===== src/rtl/dmem_access_ctrl.sv =====
// Data-memory sequencer: arbitrates loader writes and CPU loads/stores onto a single-port
// word RAM, doing SB/SH as read-modify-write. Optional `DMEM_MISALIGN_TRAP_EN` enables misalignment faults.
module dmem_access_ctrl #(
  parameter int ADDR_W = 10
) (
  input  logic              clk,
  input  logic              rst,
  input  logic              ld_valid,
  input  logic [ADDR_W-1:0] ld_addr,
  input  logic [31:0]       ld_data,
  output logic              ld_ready,
  input  logic              cpu_req,
  input  logic              cpu_we,
  input  logic [2:0]        cpu_funct3,
  input  logic [ADDR_W+1:0] cpu_addr,
  input  logic [31:0]       cpu_wdata,
  output logic              cpu_ready,
  output logic [31:0]       cpu_rdata,
  output logic              cpu_fault,
  output logic              mem_en,
  output logic              mem_we,
  output logic [ADDR_W-1:0] mem_addr,
  output logic [31:0]       mem_wdata,
  input  logic [31:0]       mem_rdata
);

  typedef enum logic [2:0] {
    S_IDLE, S_LWR, S_SWR, S_RD, S_MERGE, S_LDATA, S_RESP
  } state_t;

  localparam logic [1:0] SZ_B = 2'b00;
  localparam logic [1:0] SZ_H = 2'b01;
  localparam logic [1:0] SZ_W = 2'b10;

  state_t            state_q, state_d;
  logic [ADDR_W-1:0] ld_addr_q, ld_addr_d;
  logic [31:0]       ld_data_q, ld_data_d;
  logic              we_q, we_d;
  logic [1:0]        size_q, size_d;
  logic              uns_q, uns_d;
  logic [ADDR_W+1:0] addr_q, addr_d;
  logic [31:0]       wdata_q, wdata_d;
  logic [31:0]       rdata_q, rdata_d;
  logic              fault_q, fault_d;

  // Decoded request width; unknown funct3 codes behave as a word access.
  logic [1:0] size_in;
  logic       uns_in;
  logic       misalign_in;

  always_comb begin
    size_in = SZ_W;
    uns_in  = 1'b0;
    case (cpu_funct3)
      3'b000:  size_in = SZ_B;
      3'b001:  size_in = SZ_H;
      3'b100: begin size_in = SZ_B; uns_in = 1'b1; end
      3'b101: begin size_in = SZ_H; uns_in = 1'b1; end
      default: size_in = SZ_W;
    endcase
  end

`ifdef DMEM_MISALIGN_TRAP_EN
  assign misalign_in = ((size_in == SZ_H) && cpu_addr[0]) ||
                       ((size_in == SZ_W) && (cpu_addr[1:0] != 2'b00));
`else
  assign misalign_in = 1'b0;
`endif

  // Store merge: each byte lane takes new data when the access covers it.
  logic [31:0] merge_word;
  genvar gi;
  generate
    for (gi = 0; gi < 4; gi++) begin : g_lane
      localparam logic [1:0] LANE = 2'(gi);
      logic       hit;
      logic [7:0] src;
      always_comb begin
        hit = 1'b0;
        src = wdata_q[8*gi +: 8];
        case (size_q)
          SZ_B: begin hit = (addr_q[1:0] == LANE); src = wdata_q[7:0]; end
          SZ_H: begin hit = (addr_q[1] == LANE[1]); src = wdata_q[8*(gi%2) +: 8]; end
          default: begin hit = 1'b1; src = wdata_q[8*gi +: 8]; end
        endcase
      end
      assign merge_word[8*gi +: 8] = hit ? src : mem_rdata[8*gi +: 8];
    end
  endgenerate

  logic [7:0]  byte_sel;
  logic [15:0] half_sel;
  logic [31:0] load_ext;

  always_comb begin
    byte_sel = mem_rdata[{addr_q[1:0], 3'b000} +: 8];
    half_sel = addr_q[1] ? mem_rdata[31:16] : mem_rdata[15:0];
    case (size_q)
      SZ_B:    load_ext = uns_q ? {24'b0, byte_sel} : {{24{byte_sel[7]}}, byte_sel};
      SZ_H:    load_ext = uns_q ? {16'b0, half_sel} : {{16{half_sel[15]}}, half_sel};
      default: load_ext = mem_rdata;
    endcase
  end

  always_comb begin
    state_d   = state_q;
    ld_addr_d = ld_addr_q;
    ld_data_d = ld_data_q;
    we_d      = we_q;
    size_d    = size_q;
    uns_d     = uns_q;
    addr_d    = addr_q;
    wdata_d   = wdata_q;
    rdata_d   = rdata_q;
    fault_d   = fault_q;
    ld_ready  = 1'b0;
    cpu_ready = 1'b0;
    mem_en    = 1'b0;
    mem_we    = 1'b0;
    mem_addr  = '0;
    mem_wdata = '0;

    case (state_q)
      S_IDLE: begin
        if (ld_valid) begin
          ld_addr_d = ld_addr;
          ld_data_d = ld_data;
          state_d   = S_LWR;
        end else if (cpu_req) begin
          we_d    = cpu_we;
          size_d  = size_in;
          uns_d   = uns_in;
          addr_d  = cpu_addr;
          wdata_d = cpu_wdata;
          fault_d = misalign_in;
          if (misalign_in)                   state_d = S_RESP;
          else if (cpu_we && size_in == SZ_W) state_d = S_SWR;
          else                               state_d = S_RD;
        end
      end
      S_LWR: begin
        mem_en    = 1'b1;
        mem_we    = 1'b1;
        mem_addr  = ld_addr_q;
        mem_wdata = ld_data_q;
        ld_ready  = 1'b1;
        state_d   = S_IDLE;
      end
      S_SWR: begin
        mem_en    = 1'b1;
        mem_we    = 1'b1;
        mem_addr  = addr_q[ADDR_W+1:2];
        mem_wdata = wdata_q;
        state_d   = S_RESP;
      end
      S_RD: begin
        mem_en   = 1'b1;
        mem_addr = addr_q[ADDR_W+1:2];
        state_d  = we_q ? S_MERGE : S_LDATA;
      end
      S_MERGE: begin
        mem_en    = 1'b1;
        mem_we    = 1'b1;
        mem_addr  = addr_q[ADDR_W+1:2];
        mem_wdata = merge_word;
        state_d   = S_RESP;
      end
      S_LDATA: begin
        rdata_d = load_ext;
        state_d = S_RESP;
      end
      S_RESP: begin
        cpu_ready = 1'b1;
        state_d   = S_IDLE;
      end
      default: state_d = S_IDLE;
    endcase

    // A reset arriving mid-transaction must not let a write or handshake escape.
    if (rst) begin
      ld_ready  = 1'b0;
      cpu_ready = 1'b0;
      mem_en    = 1'b0;
      mem_we    = 1'b0;
      mem_addr  = '0;
      mem_wdata = '0;
    end
  end

  always_ff @(posedge clk) begin
    if (rst) begin
      state_q   <= S_IDLE;
      ld_addr_q <= '0;
      ld_data_q <= '0;
      we_q      <= 1'b0;
      size_q    <= SZ_W;
      uns_q     <= 1'b0;
      addr_q    <= '0;
      wdata_q   <= '0;
      rdata_q   <= '0;
      fault_q   <= 1'b0;
    end else begin
      state_q   <= state_d;
      ld_addr_q <= ld_addr_d;
      ld_data_q <= ld_data_d;
      we_q      <= we_d;
      size_q    <= size_d;
      uns_q     <= uns_d;
      addr_q    <= addr_d;
      wdata_q   <= wdata_d;
      rdata_q   <= rdata_d;
      fault_q   <= fault_d;
    end
  end

  assign cpu_rdata = rdata_q;

`ifdef DMEM_MISALIGN_TRAP_EN
  assign cpu_fault = cpu_ready & fault_q;
`else
  assign cpu_fault = 1'b0;
`endif

endmodule

===== config.mk =====
export PLATFORM = sky130hd
export DESIGN_NAME = dmem_access_ctrl
export DESIGN_NICKNAME = d
export VERILOG_FILES = /design/src/rtl/dmem_access_ctrl.sv
export SDC_FILE = /design/constraint.sdc
export NUM_CORES = 1
export LEC_CHECK = 0
export BUFFER_PORTS_ARGS = -buffer_cell sky130_fd_sc_hd__buf_2
export CORE_MARGIN = 1.5
export CORE_UTILIZATION = 56
export CTS_CLUSTER_DIAMETER = 100
export DETAILED_ROUTE_END_ITERATION = 7
export PLACE_DENSITY_LB_ADDON = 0.2
export SETUP_SLACK_MARGIN = 0.5
export SLEW_MARGIN = 20
export SYNTH_ARGS = -nofsm -noshare
export SYNTH_HDL_FRONTEND = slang
export SYNTH_SLANG_ARGS = --single-unit

===== constraint.sdc =====
create_clock -name clk -period 4.7 [get_ports clk]
set_input_delay 0.94 -clock clk [delete_from_list [all_inputs] [get_ports clk]]
set_output_delay 0.94 -clock clk [all_outputs]
set_load 0.03 [all_outputs]

# After elaboration in Yosys (flattened, before gate mapping)

Index checks and enable logic that the tools add are counted.

Equality and inequality tests: 15
Shifts and indexed selects: 1
Muxes and demuxes: 34
Bitwise gates (word level): 2
Reduce and logical (&&, ||, !) cells: 15

Operator list:

| kind                                                             | count |
|---|---|
| 32-bit two-way mux                                               | 3 |
| 32-bit one-hot mux with 3 select lines                           | 1 |
| 32-bit one-hot mux with 2 select lines                           | 1 |
| 8-bit two-way mux                                                | 6 |
| 32-bit by 6-bit variable part select with 8-bit output           | 1 |
| 10-bit one-hot mux with 2 select lines                           | 1 |
| 16-bit two-way mux                                               | 1 |
| 8-bit one-hot mux with 2 select lines                            | 1 |
| 3-bit == test (second input constant)                            | 5 |
| 1-bit two-way mux                                                | 11 |
| 10-bit two-way mux                                               | 1 |
| 3-bit one-hot mux with 3 select lines                            | 1 |
| 3-bit OR reduction                                               | 3 |
| 1-bit one-hot mux with 2 select lines                            | 4 |
| 2-bit OR reduction                                               | 4 |
| 2-bit == test (second input constant)                            | 3 |
| 3-bit by 1-bit == test with 1-bit output (second input constant) | 2 |
| 3-bit by 2-bit == test with 1-bit output (second input constant) | 2 |
| 3-bit zero test                                                  | 2 |
| 3-bit two-way mux                                                | 2 |
| 2-bit by 1-bit == test with 1-bit output (second input constant) | 2 |
| 2-bit zero test                                                  | 2 |
| 2-bit one-hot mux with 2 select lines                            | 1 |
| 4-bit OR reduction                                               | 1 |
| other kinds (5)                                                  | 6 |

Flip-flop bits (word level): 125
Input bits: 126
Output and inout port bits: 79
Logic and storage cells: 76

# Logic depth before layout (Yosys ltp)

Depth in word-level cells: 9
Depth in mapped cells: 8
Mapped depth without buffers: 4

# Worst setup path after synthesis

OpenSTA, ideal clock, no wires.

Kind: input -> output
From: input rst
To: output mem_addr[0]
Arrival time: 2443 ps
Required time: 3760 ps
Slack: 1317 ps
Stages on the path: 5
Path buffers: 2
Cell sequence: or2_2 buf_2 nor3_1 clkbuf_1 a22o_1

Cells in the longest elaborated chain, start to end: 1

Ends and longest elaborated chain:

| item               | RTL line | RTL |
|---|---|---|
| start: declaration | 7        | `input logic rst,` |
| 10-bit two-way mux | 180      | `if (rst) begin` |
| end: declaration   | 22       | `output logic [ADDR_W-1:0] mem_addr,` |

Every way passes these cells.

# Worst setup path in the final report

From: register state_q[0]
To: output mem_wdata[11]

Cells in the longest elaborated chain, start to end: 3
Elaborated cells on any way between the ends: 5
Classes of those cells: 3 x eq/ne; 2 x mux

Ends and longest elaborated chain:

| item                                        | RTL line | RTL |
|---|---|---|
| start: declaration                          | 35       | `state_t state_q, state_d;` |
| start signal: assignment                    | 203      | `state_q <= state_d;` |
| 3-bit == test, or another cell as far along | 123      | `case (state_q)` |
| 32-bit one-hot mux with 3 select lines *    | 123      |  |
| 32-bit two-way mux *                        | 180      |  |
| end: declaration                            | 23       | `output logic [31:0] mem_wdata,` |

Every way passes the cells marked *; elsewhere a longest branch is shown, timed or not.

==> flow_summary.yaml <==
status:
  outcome: "completed"
timing:
  drv_slew: 0
  tightestPinTransition_ns: 1.00
  slew-limit-headroom_pct: 33.2
  tns_ns: 0
  rsz0062_at_grt: "false"
  hold_viol_final: 0
  setup_viol: 0
  period_needed_ns: 3.89
  fmax_mhz: 257
  fin_crit_sh_pct: 82.9
  finClkSkew_ns: 0.00405
cells_and_area:
  area_growth_syn_to_layout_pct: 23.9
  multi_input_comb_area_um2: 3620
  final_common_cell: "nand2_1"
  final-seq-area_um2: 2500
  nFillCells: 1009
  final_cell_mix: "nand2_1 (209), buf_2 (202), dfxtp_1 (125)"
  nets: 1135
  n_antenna_cell: 0
  drive_gt1_share_pct: 27.2
synth:
  ys_warn_count: 0
  synthDistinctLibCells: 47
  synth_nets: 980
  netlist_instances: 854
  avgSynthCellArea_um2: 7.56
  synth_seq_cells: 125
  yosysSeqAreaShare_pct: 38.7
  synth_edf_count: 0
  ys_async_sr_fraction_pct: 0
  synth_ff_type: "dfxtp_1"
  syn-cell-area_um2: 6460
clock_tree:
  cts_root_buf: "clkbuf_16"
  cts_post_setup_buffers_inserted: 0
  cts_tree: "yes"
  worstSkewPairLatency_ns: 0.43
  postCtsResizedCells: 0
  clockBufferDepth: 2
  clk_pin_slew_ns: 0.05
  clock-sinks: 125
  cts_htree_levels: 4
  numCtsBuffers: 17
  holdBufCountCts: 0
grt:
  first_global_vias: 6256
  grt_util_met1_pct: 43.0
  antenna_found_initial: 0
  grt_overflow: 0
  grt_max_degree: 81
  grtUsageMet2_pct: 55.1
  grt_pass1_wl_mm: 31.7
  top_usage_layer: "met2"
  grt_util_met3_pct: 11.4
  grt.total_usage_pct: 34.6
drt:
  routedWlPerCell_um: 18.1
  dr.pass1.iters: 6
  drtIter0Drc: 815
  ant_nets: 0
  via_per_inst: 6.08
  num_vias: 7075
  drc: 0
  wirelength_mm: 21.1
worst_hold_path:
  min_path_type: "flop to flop"
power:
  combPwrFrac_pct: 23.6
  swShare_pct: 32.3
  p_int_mw: 2.20
  vdd_drop_max_v: 0.000360
  p_leak_nw: 3.21
  powerDensity_nw_per_um2: 407
  clkPwrFrac_pct: 38.3
  p_switching_mw: 1.05
  finalPower_mw: 3.26
  p_seq_share_pct: 38.1
critical_path:
  timing.critical_path.arrival_ns: 2.95
  worstSetupPathType: "flop to output pin"
  worstSetupStartpointType: "flop"
  endpoint: "mem_wdata[11]"
  r2r_cells: 5
  r2r_end: "cpu_rdata[18]"
  crit_path_end_kind: "output pin"
  cp_max_fo: 14
  worstSetupStartpoint: "state_q[0]"
  cp.required_ns: 3.76
  rrSetupSlack_ns: 2.29
  r2r-start: "size_q[0]"
job:
  cap_violations: 0
placement:
  io_buffer_count: 203
  dpl.hpwl_mm: 14.8
  place_congestion: 0.941
floorplanning:
  die_y_um: 110
  initial_utilization_pct: 57.1
  fp-row-count: 39
  core_area_um2: 11300
  boundaryPins: 205
  die-area_um2: 12200
  die_x_um: 110
-- power groups by stage --
stage               registers, mW  logic [mW]  clock network (mW)
finish                       1.24       0.767                1.25
global route                 1.25       0.840                1.30
CTS                          1.24       0.759                1.25
detailed placement           1.26       0.753                   0
global placement             1.26       0.742                   0
floorplan                    1.25       0.525                   0
-- how the worst min path moves through the flow --
stage | startpoint | endpoint | slack, ns | cells after the start
6_report | addr_q[3] | addr_q[3] | 0.45 | 2
3_3_place_gp | ld_data_q[29] | ld_data_q[29] | 0.44 | 2
2_1_floorplan | we_q | we_q | 0.43 | 2
5_1_grt | addr_q[3] | addr_q[3] | 0.47 | 2
3_5_place_dp | addr_q[3] | addr_q[3] | 0.45 | 2
4_1_cts | addr_q[3] | addr_q[3] | 0.46 | 2
-- synth_stat cells (all sizes together) (9+ instances only) --
master     n  area [um2]
a22o      19         166
dfxtp    125        2500
nand2b    12        75.1
clkbuf    62         233
nor2      46         178
or2       11        68.8
a31oi      9        56.3
a22oi     40         300
o21ai     19        95.1
nor2b     13        81.3
a2bb2oi   15         131
nand2    210         788
a211oi    28         228
a21oi    115         583
buf       19        96.3
nand3     31         155
-- through the flow --
stage / utilization, % / setup WS (ns) / cells / area, um2 / hold slack [ns]
floorplan: - / 1.32 / 854 / 6460 / 0.431
global placement: 65.7 / 1.19 / 1133 / 7440 / 0.444
detailed placement: 65.7 / 1.17 / 1133 / 7440 / 0.450
CTS: 70.7 / 0.865 / 1164 / 8000 / 0.455
global route: 70.7 / 0.664 / 1164 / 8000 / 0.472
finish: 70.7 / 0.806 / 1164 / 8000 / 0.454
-- metal layers --
layer,vias to the layer above,share of wire [%]
met5,-,0
met4,0,3.5
met3,58,11
met2,388,46
met1,3275,40
li1,3354,-
-- logic make-up after synthesis --
kind of cell    synth area share [%]
simple gates                    22.5
compound gates                  30.1
flops                           38.7
buf+inv                         5.33
mux                             3.18
xor+xnor                       0.136
other cells                   0.0581
-- sequential cells by signal (all words and copies together), names as in the netlist --
| register | flops |
|---|---|
| addr_q | 12 |
| cpu_rdata | 32 |
| ld_addr_q | 10 |
| ld_data_q | 32 |
| size_q | 2 |
| state_q | 3 |
| uns_q | 1 |
| wdata_q | 32 |
| we_q | 1 |
-- area by class of cell --
class                           instances  share of cell area, %
Timing Repair Buffer                  217                   14.0
Sequential cell                       125                   31.3
Clock buffer                           25                   6.32
Multi-Input combinational cell        644                   45.2
Inverter                                4                  0.188
Clock inverter                          6                  0.735
Tap cell                              143                   2.24
-- worst max-delay path: stages (launching register included) --
cell	delay, ns
dfxtp_1	0.57
nor2b_1	0.85
buf_4	0.35
a22oi_1	0.11
a2bb2oi_1	0.15
a21oi_1	0.24
buf_2	0.24
Power figures use the tool's default switching activity.
